### config.mk
export PLATFORM = sky130hd
export DESIGN_NAME = qspi_tran_shifter_flat
export DESIGN_NICKNAME = d
export VERILOG_FILES = /design/src/rtl/qspi_tran_shifter_if.sv /design/src/rtl/qspi_tran_shifter.sv /design/src/flat_wrapper.sv
export SDC_FILE = /design/constraint.sdc
export NUM_CORES = 1
export LEC_CHECK = 0
export CAP_MARGIN = 0
export CELL_PAD_IN_SITES_DETAIL_PLACEMENT = 1
export CELL_PAD_IN_SITES_GLOBAL_PLACEMENT = 1
export CORE_AREA = 2 2 115 117
export DETAILED_ROUTE_END_ITERATION = 8
export DIE_AREA = 0 0 117 119
export PLACE_DENSITY_LB_ADDON = 0.1
export RECOVER_POWER = 25
export SLEW_MARGIN = 20
export SYNTH_ARGS = -nofsm -noshare
export SYNTH_HDL_FRONTEND = slang
export SYNTH_SLANG_ARGS = --single-unit
### constraint.sdc
create_clock -name clock -period 5.4 [get_ports clock]
set_input_delay 1.62 -clock clock [delete_from_list [all_inputs] [get_ports clock]]
set_output_delay 1.62 -clock clock [all_outputs]
set_load 0.1 [all_outputs]
### src/rtl/qspi_tran_shifter_if.sv
// Command-FSM side of the QSPI transfer engine: phase decodes, payloads and completion.
interface qspi_tran_shifter_if;
   logic        io_state_ready;
   logic        io_state_wren;
   logic        io_state_req;
   logic        io_state_addr;
   logic        io_state_rd_dummy;
   logic        io_state_wr_csr;
   logic        io_state_wr_data;
   logic        io_state_rd;
   logic        io_state_free;
   logic        io_state_finish;
   logic [7:0]  io_inst;
   logic [23:0] io_addr;
   logic [31:0] io_wr_data;
   logic        io_quad;
   logic        io_tran_finish;
   logic [31:0] io_rd_data;
   logic        io_rd_data_valid;

   modport master (
      output io_state_ready, io_state_wren, io_state_req, io_state_addr,
             io_state_rd_dummy, io_state_wr_csr, io_state_wr_data, io_state_rd,
             io_state_free, io_state_finish, io_inst, io_addr, io_wr_data, io_quad,
      input  io_tran_finish, io_rd_data, io_rd_data_valid
   );

   modport slave (
      input  io_state_ready, io_state_wren, io_state_req, io_state_addr,
             io_state_rd_dummy, io_state_wr_csr, io_state_wr_data, io_state_rd,
             io_state_free, io_state_finish, io_inst, io_addr, io_wr_data, io_quad,
      output io_tran_finish, io_rd_data, io_rd_data_valid
   );
endinterface

### src/rtl/qspi_tran_shifter.sv
// QSPI serial transfer engine: shifts one command-FSM phase onto the flash pins (SPI mode 0)
// and returns a one-cycle finish pulse; captures read words.
module qspi_tran_shifter #(
   parameter int unsigned CLK_DIV      = 2,
   parameter int unsigned DUMMY_CYCLES = 8,
   parameter int unsigned CS_GAP       = 4
) (
   input  logic                clock,
   input  logic                rst_n,
   qspi_tran_shifter_if.slave  bus,
   output logic                qspi_sck,
   output logic                qspi_cs_n,
   output logic [3:0]          qspi_dq_o,
   output logic [3:0]          qspi_dq_oe,
   input  logic [3:0]          qspi_dq_i
);

   localparam int unsigned SR_W      = 32;
   localparam int unsigned SHIFT_MAX = 2 * CLK_DIV * 32;
   localparam int unsigned CYC_MAX   = (SHIFT_MAX > CS_GAP) ? SHIFT_MAX : CS_GAP;
   localparam int unsigned REM_W     = $clog2(CYC_MAX + 1);
   localparam int unsigned DIV_W     = (CLK_DIV > 1) ? $clog2(CLK_DIV) : 1;

   typedef enum logic [1:0] {ST_IDLE, ST_SHIFT, ST_GAP} state_e;
   typedef enum logic [1:0] {K_OUT, K_READ, K_DUMMY} kind_e;

   state_e             state_q, state_d;
   kind_e              kind_q, kind_d;
   logic               quad_q, quad_d;
   logic [SR_W-1:0]    sr_q, sr_d;
   logic [REM_W-1:0]   rem_q, rem_d;
   logic [DIV_W-1:0]   div_q, div_d;
   logic               sck_q, sck_d;
   logic               cs_n_q, cs_n_d;
   logic [3:0]         dq_o_q, dq_o_d;
   logic [3:0]         dq_oe_q, dq_oe_d;
   logic               finish_q, finish_d;
   logic [SR_W-1:0]    rd_data_q, rd_data_d;
   logic               rd_valid_q, rd_valid_d;
   logic [REM_W-1:0]   n_ld;
   logic               shift_ld;

   always_ff @(posedge clock or negedge rst_n) begin
      if (!rst_n) begin
         state_q    <= ST_IDLE;
         kind_q     <= K_OUT;
         quad_q     <= 1'b0;
         sr_q       <= '0;
         rem_q      <= '0;
         div_q      <= '0;
         sck_q      <= 1'b0;
         cs_n_q     <= 1'b1;
         dq_o_q     <= '0;
         dq_oe_q    <= '0;
         finish_q   <= 1'b0;
         rd_data_q  <= '0;
         rd_valid_q <= 1'b0;
      end else begin
         state_q    <= state_d;
         kind_q     <= kind_d;
         quad_q     <= quad_d;
         sr_q       <= sr_d;
         rem_q      <= rem_d;
         div_q      <= div_d;
         sck_q      <= sck_d;
         cs_n_q     <= cs_n_d;
         dq_o_q     <= dq_o_d;
         dq_oe_q    <= dq_oe_d;
         finish_q   <= finish_d;
         rd_data_q  <= rd_data_d;
         rd_valid_q <= rd_valid_d;
      end
   end

   always_comb begin
      state_d    = state_q;
      kind_d     = kind_q;
      quad_d     = quad_q;
      sr_d       = sr_q;
      rem_d      = rem_q;
      div_d      = div_q;
      sck_d      = sck_q;
      cs_n_d     = cs_n_q;
      dq_o_d     = '0;
      dq_oe_d    = '0;
      rd_data_d  = rd_data_q;
      n_ld       = '0;
      shift_ld   = 1'b0;

      unique case (state_q)
         ST_IDLE: begin
            sck_d = 1'b0;
            div_d = '0;
            // Phase decode in fixed priority; illegal overlaps resolve to the first hit
            if (bus.io_state_ready) begin
               state_d = ST_GAP;
               rem_d   = REM_W'(CS_GAP - 1);
            end else if (bus.io_state_wren) begin
               shift_ld = 1'b1; kind_d = K_OUT; quad_d = 1'b0;
               sr_d     = {8'h06, 24'h0};
               n_ld     = REM_W'(8);
            end else if (bus.io_state_req) begin
               shift_ld = 1'b1; kind_d = K_OUT; quad_d = 1'b0;
               sr_d     = {bus.io_inst, 24'h0};
               n_ld     = REM_W'(8);
            end else if (bus.io_state_addr) begin
               shift_ld = 1'b1; kind_d = K_OUT; quad_d = bus.io_quad;
               sr_d     = {bus.io_addr, 8'h0};
               n_ld     = bus.io_quad ? REM_W'(6) : REM_W'(24);
            end else if (bus.io_state_rd_dummy) begin
               shift_ld = 1'b1; kind_d = K_DUMMY; quad_d = bus.io_quad;
               sr_d     = '0;
               n_ld     = REM_W'(DUMMY_CYCLES);
            end else if (bus.io_state_wr_csr) begin
               shift_ld = 1'b1; kind_d = K_OUT; quad_d = 1'b0;
               sr_d     = {bus.io_wr_data[7:0], 24'h0};
               n_ld     = REM_W'(8);
            end else if (bus.io_state_wr_data) begin
               shift_ld = 1'b1; kind_d = K_OUT; quad_d = bus.io_quad;
               sr_d     = bus.io_wr_data;
               n_ld     = bus.io_quad ? REM_W'(8) : REM_W'(32);
            end else if (bus.io_state_rd) begin
               shift_ld = 1'b1; kind_d = K_READ; quad_d = bus.io_quad;
               sr_d     = '0;
               n_ld     = bus.io_quad ? REM_W'(8) : REM_W'(32);
            end
            if (shift_ld) begin
               state_d = ST_SHIFT;
               rem_d   = REM_W'(2 * CLK_DIV) * n_ld - REM_W'(1);
            end
         end
         ST_SHIFT: begin
            // rem counts system cycles left; the final SCK fall coincides with returning to IDLE
            if (rem_q == '0) begin
               state_d = ST_IDLE;
               sck_d   = 1'b0;
               div_d   = '0;
            end else begin
               rem_d = rem_q - REM_W'(1);
               if (div_q == DIV_W'(CLK_DIV - 1)) begin
                  div_d = '0;
                  sck_d = ~sck_q;
                  if (!sck_q && kind_q == K_READ)
                     sr_d = quad_q ? {sr_q[SR_W-5:0], qspi_dq_i} : {sr_q[SR_W-2:0], qspi_dq_i[1]};
                  else if (sck_q && kind_q == K_OUT)
                     sr_d = quad_q ? (sr_q << 4) : (sr_q << 1);
               end else begin
                  div_d = div_q + DIV_W'(1);
               end
            end
         end
         ST_GAP: begin
            sck_d = 1'b0;
            if (rem_q == '0) state_d = ST_IDLE;
            else             rem_d   = rem_q - REM_W'(1);
         end
         default: state_d = ST_IDLE;
      endcase

      // CS# drops only on opcode phases and releases on any end-of-transaction state
      if (bus.io_state_ready || bus.io_state_free || bus.io_state_finish || state_d == ST_GAP)
         cs_n_d = 1'b1;
      else if (state_q == ST_IDLE && (bus.io_state_wren || bus.io_state_req))
         cs_n_d = 1'b0;

      if (state_d == ST_SHIFT) begin
         case (kind_d)
            K_OUT: begin
               if (quad_d) begin
                  dq_oe_d = 4'b1111;
                  dq_o_d  = sr_d[SR_W-1 -: 4];
               end else begin
                  dq_oe_d = 4'b1101;
                  dq_o_d  = {3'b110, sr_d[SR_W-1]};
               end
            end
            K_READ: begin
               if (!quad_d) begin
                  dq_oe_d = 4'b1100;
                  dq_o_d  = 4'b1100;
               end
            end
            default: begin
               dq_oe_d = 4'b0000;
               dq_o_d  = 4'b0000;
            end
         endcase
      end

      finish_d   = (state_d != ST_IDLE) && (rem_d == '0);
      rd_valid_d = finish_d && (state_d == ST_SHIFT) && (kind_d == K_READ);
      if (rd_valid_d) rd_data_d = sr_d;
   end

   assign qspi_sck             = sck_q;
   assign qspi_cs_n            = cs_n_q;
   assign qspi_dq_o            = dq_o_q;
   assign qspi_dq_oe           = dq_oe_q;
   assign bus.io_tran_finish   = finish_q;
   assign bus.io_rd_data       = rd_data_q;
   assign bus.io_rd_data_valid = rd_valid_q;

endmodule

### src/flat_wrapper.sv
// flat-port wrapper written by rule: the top's interface ports become plain ports
module qspi_tran_shifter_flat 
#(
   parameter int unsigned CLK_DIV      = 2,
   parameter int unsigned DUMMY_CYCLES = 8,
   parameter int unsigned CS_GAP       = 4
)
  (clock, rst_n, qspi_sck, qspi_cs_n, qspi_dq_o, qspi_dq_oe, qspi_dq_i, bus_io_state_ready, bus_io_state_wren, bus_io_state_req, bus_io_state_addr, bus_io_state_rd_dummy, bus_io_state_wr_csr, bus_io_state_wr_data, bus_io_state_rd, bus_io_state_free, bus_io_state_finish, bus_io_inst, bus_io_addr, bus_io_wr_data, bus_io_quad, bus_io_tran_finish, bus_io_rd_data, bus_io_rd_data_valid);
  qspi_tran_shifter_if bus_i ();
  input  logic clock;
  input  logic rst_n;
  output logic qspi_sck;
  output logic qspi_cs_n;
  output logic [3:0] qspi_dq_o;
  output logic [3:0] qspi_dq_oe;
  input  logic [3:0] qspi_dq_i;
  input wire logic [$bits(bus_i.io_state_ready)-1:0] bus_io_state_ready;
  input wire logic [$bits(bus_i.io_state_wren)-1:0] bus_io_state_wren;
  input wire logic [$bits(bus_i.io_state_req)-1:0] bus_io_state_req;
  input wire logic [$bits(bus_i.io_state_addr)-1:0] bus_io_state_addr;
  input wire logic [$bits(bus_i.io_state_rd_dummy)-1:0] bus_io_state_rd_dummy;
  input wire logic [$bits(bus_i.io_state_wr_csr)-1:0] bus_io_state_wr_csr;
  input wire logic [$bits(bus_i.io_state_wr_data)-1:0] bus_io_state_wr_data;
  input wire logic [$bits(bus_i.io_state_rd)-1:0] bus_io_state_rd;
  input wire logic [$bits(bus_i.io_state_free)-1:0] bus_io_state_free;
  input wire logic [$bits(bus_i.io_state_finish)-1:0] bus_io_state_finish;
  input wire logic [$bits(bus_i.io_inst)-1:0] bus_io_inst;
  input wire logic [$bits(bus_i.io_addr)-1:0] bus_io_addr;
  input wire logic [$bits(bus_i.io_wr_data)-1:0] bus_io_wr_data;
  input wire logic [$bits(bus_i.io_quad)-1:0] bus_io_quad;
  output wire logic [$bits(bus_i.io_tran_finish)-1:0] bus_io_tran_finish;
  output wire logic [$bits(bus_i.io_rd_data)-1:0] bus_io_rd_data;
  output wire logic [$bits(bus_i.io_rd_data_valid)-1:0] bus_io_rd_data_valid;
  assign bus_i.io_state_ready = bus_io_state_ready;
  assign bus_i.io_state_wren = bus_io_state_wren;
  assign bus_i.io_state_req = bus_io_state_req;
  assign bus_i.io_state_addr = bus_io_state_addr;
  assign bus_i.io_state_rd_dummy = bus_io_state_rd_dummy;
  assign bus_i.io_state_wr_csr = bus_io_state_wr_csr;
  assign bus_i.io_state_wr_data = bus_io_state_wr_data;
  assign bus_i.io_state_rd = bus_io_state_rd;
  assign bus_i.io_state_free = bus_io_state_free;
  assign bus_i.io_state_finish = bus_io_state_finish;
  assign bus_i.io_inst = bus_io_inst;
  assign bus_i.io_addr = bus_io_addr;
  assign bus_i.io_wr_data = bus_io_wr_data;
  assign bus_i.io_quad = bus_io_quad;
  assign bus_io_tran_finish = bus_i.io_tran_finish;
  assign bus_io_rd_data = bus_i.io_rd_data;
  assign bus_io_rd_data_valid = bus_i.io_rd_data_valid;
  qspi_tran_shifter #(.CLK_DIV(CLK_DIV), .DUMMY_CYCLES(DUMMY_CYCLES), .CS_GAP(CS_GAP)) u_core (.clock(clock), .rst_n(rst_n), .bus(bus_i), .qspi_sck(qspi_sck), .qspi_cs_n(qspi_cs_n), .qspi_dq_o(qspi_dq_o), .qspi_dq_oe(qspi_dq_oe), .qspi_dq_i(qspi_dq_i));
endmodule
==> run summary <==
outcome: finished with violations
failing checks: max-capacitance violations, max-slew violations
synthesized flop and latch total: 89
leak pwr: 2.74 nW
Global Route Usage Sum: 0.263
post-cts resize count: 0
clock root buffer: clkbuf_16
clock transition at the registers of the reported paths: 60 ps
Via Count: 4638
fraction of layout instances using a drive strength above 1: 0.135
Avg Cell Area, Syn: 10.3 um^2
ys async rst share: 1.00
endpoints failing setup: 0
CP Class: in2reg
RSZ-0062 raised after global routing: false
fin crit period: 4670 ps
Die Ht: 119 um
Via density: 5.80
Hold Worst Slack: 513 ps
Placeable Area: 12900 um^2
initial antenna violation count: 0
CP Max Fanout: 17
Critical Path AT: 4900 ps
Post-Route Setup TNS: 0 ps
die area: 13900 um^2
Synth cell types: 69
Post-CTS Setup Inserts: 0
most common cell in the synthesized netlist: dfrtp_1
Num CTS Buffers: 9
Area contributors post-synth: dfrtp_1 (42%), mux2_4 (8.3%), mux2i_1 (5.7%)
Final WS setup: 733 ps
Post-Synthesis Cells: 511
Place WS: 390 ps
row count: 42
Mapped Nets: 599
worst-margin pin slew: 2760 ps
worst skew pair latency: 350 ps
first-pass GRT wire length: 27.8 mm
Final Core Density: 0.533
Post-DP HPWL: 13.0 mm
CP Launch Type: primary input
Die W: 117 um
maxcap violations: 1
CP required: 5630 ps
Worst VDD drop: 0.161 mV
register area share after synthesis: 0.424
Layout Skew: 4.68 ps
Max H-tree Level: 3
CTS sink count: 89
WL per Instance: 22.1 um
Yosys top cell by area: dfrtp_1
total wire length: 17.7 mm
# DRC: 0
Ports: 125
area share of the largest cell type after synthesis: 0.419
largest net degree at the start of global routing: 55
Mapped Area: 5260 um^2
TritonCTS clock tree: yes
Layout area overhead: 30.6%
warnings from Yosys: 0
IO Port Bufs: 124
Nets: 708
final hold violation count: 0
hold_buf cts: 0
vias in the first global route: 4977
remaining antenna violation count: 0
fin crit share: 0.864
Initial Util: 0.408
DRT iter0 DRCs: 294
top cells by count, synth: dfrtp_1 (88), o21ai_0 (58), nand2_1 (55)
CP Capture Type: flip-flop
n_diodes: 0
CTS max path bufs: 2
TritonRoute pass-1 iters: 5
Primary FF master, synth: dfrtp_1
Slew headroom: -0.839
GPL Wtd Cong: 0.853
grt ovf: 0
Fmax: 214 MHz
Final Max Tran Viols: 50
Hold WC Path Type: reg2reg
PwrDens: 425 nW/um^2
Post-synth EDFFs: 0
final cells by class:
class	count	area, um^2
Clock buffer	11	253
Clock inverter	4	51.3
Fill cell	1430	6010
Inverter	14	52.6
Multi-Input combinational cell	371	2740
Sequential cell	89	2230
Tap cell	176	220
Timing Repair Buffer	135	1320
power breakdown:
part	switching (mW)	leakage, nW	internal, mW
clock	0.270	0.148	0.382
sequential	0.200	1.19	0.813
combinational	0.804	1.40	0.450
total	1.27	2.74	1.64
cell usage in the layout (no fill, tap or decap), types with 3 or more instances in the layout:
master and count:
clkdlybuf4s50_1 123, dfrtp_1 87, o21ai_0 58, nand2_1 55
mux2i_1 30, mux2_4 29, nor2_1 26, a22oi_1 17
inv_1 14, nor3_1 12, a21oi_1 12, buf_4 10
a221oi_1 9, a222oi_1 9, clkbuf_16 9, o221ai_1 8
nand2b_1 7, nor2b_1 7, ha_1 7, o211ai_1 6
nand3_1 5, a32oi_1 5, a221o_1 5, nor3b_1 4
o31ai_1 4, nor4_1 3, a221o_2 3, a211oi_1 3
a21o_1 3, o311ai_0 3, mux2_2 3
sequential cells by signal (all words and copies together), names as in the netlist, 2 cells and up:
| name | count |
|---|---|
| u_core.kind_q | 2 |
| u_core.qspi_dq_oe | 3 |
| u_core.qspi_dq_o | 4 |
| u_core.bus.io_rd_data | 32 |
| u_core.sr_q | 32 |
| u_core.state_q | 2 |
| u_core.rem_q | 8 |
per-layer routing:
layer / wire [um] / global-route usage
met2: 8860 / 0.421
met5: 0 / 0
met4: 454 / 0.109
met3: 879 / 0.0611
met1: 7460 / 0.341
metrics by stage:
step	cells	instance area [um^2]	power, mW
floorplan	511	5260	1.85
global placement	785	6570	2.24
detailed placement	785	6570	2.27
CTS	800	6870	2.93
global route	800	6870	3.10
finish	800	6870	2.92
logic make-up (layout without fill, tap and decap cells):
group | Yosys count | count (layout) | synth area share
compound gates | 161 | 161 | 0.219
xor+xnor | 2 | 2 | 0.00333
fa+ha+maj | 7 | 7 | 0.0167
buf+inv | 51 | 164 | 0.0567
flops | 89 | 89 | 0.424
mux | 62 | 62 | 0.146
simple gates | 139 | 139 | 0.134
worst max-delay path, cell delays in order:
cell             delay [ps]
clkdlybuf4s50_1         510
nor4_1                  570
nand2_1                 220
o21ai_0                 300
o221ai_1                240
nor4_2                  410
and4_2                  300
buf_4                   340
mux2_2                  380
worst paths after layout:
kind / startpoint / endpoint / slack, ps / cells after the start
max: bus_io_state_wren / u_core.bus.io_rd_data[27] / 730 / 9
min: u_core.bus.io_rd_data[6] / u_core.bus.io_rd_data[6] / 510 / 1
max reg2reg: u_core.state_q[1] / u_core.bus.io_rd_data[20] / 1870 / 9
min reg2reg: u_core.bus.io_rd_data[6] / u_core.bus.io_rd_data[6] / 510 / 1
max in group asynchronous: rst_n / u_core.sr_q[27] / 1070 / 2
min in group asynchronous: rst_n / u_core.qspi_dq_o[2] / 2150 / 1
No activity file was read; power rests on OpenSTA's default activity.
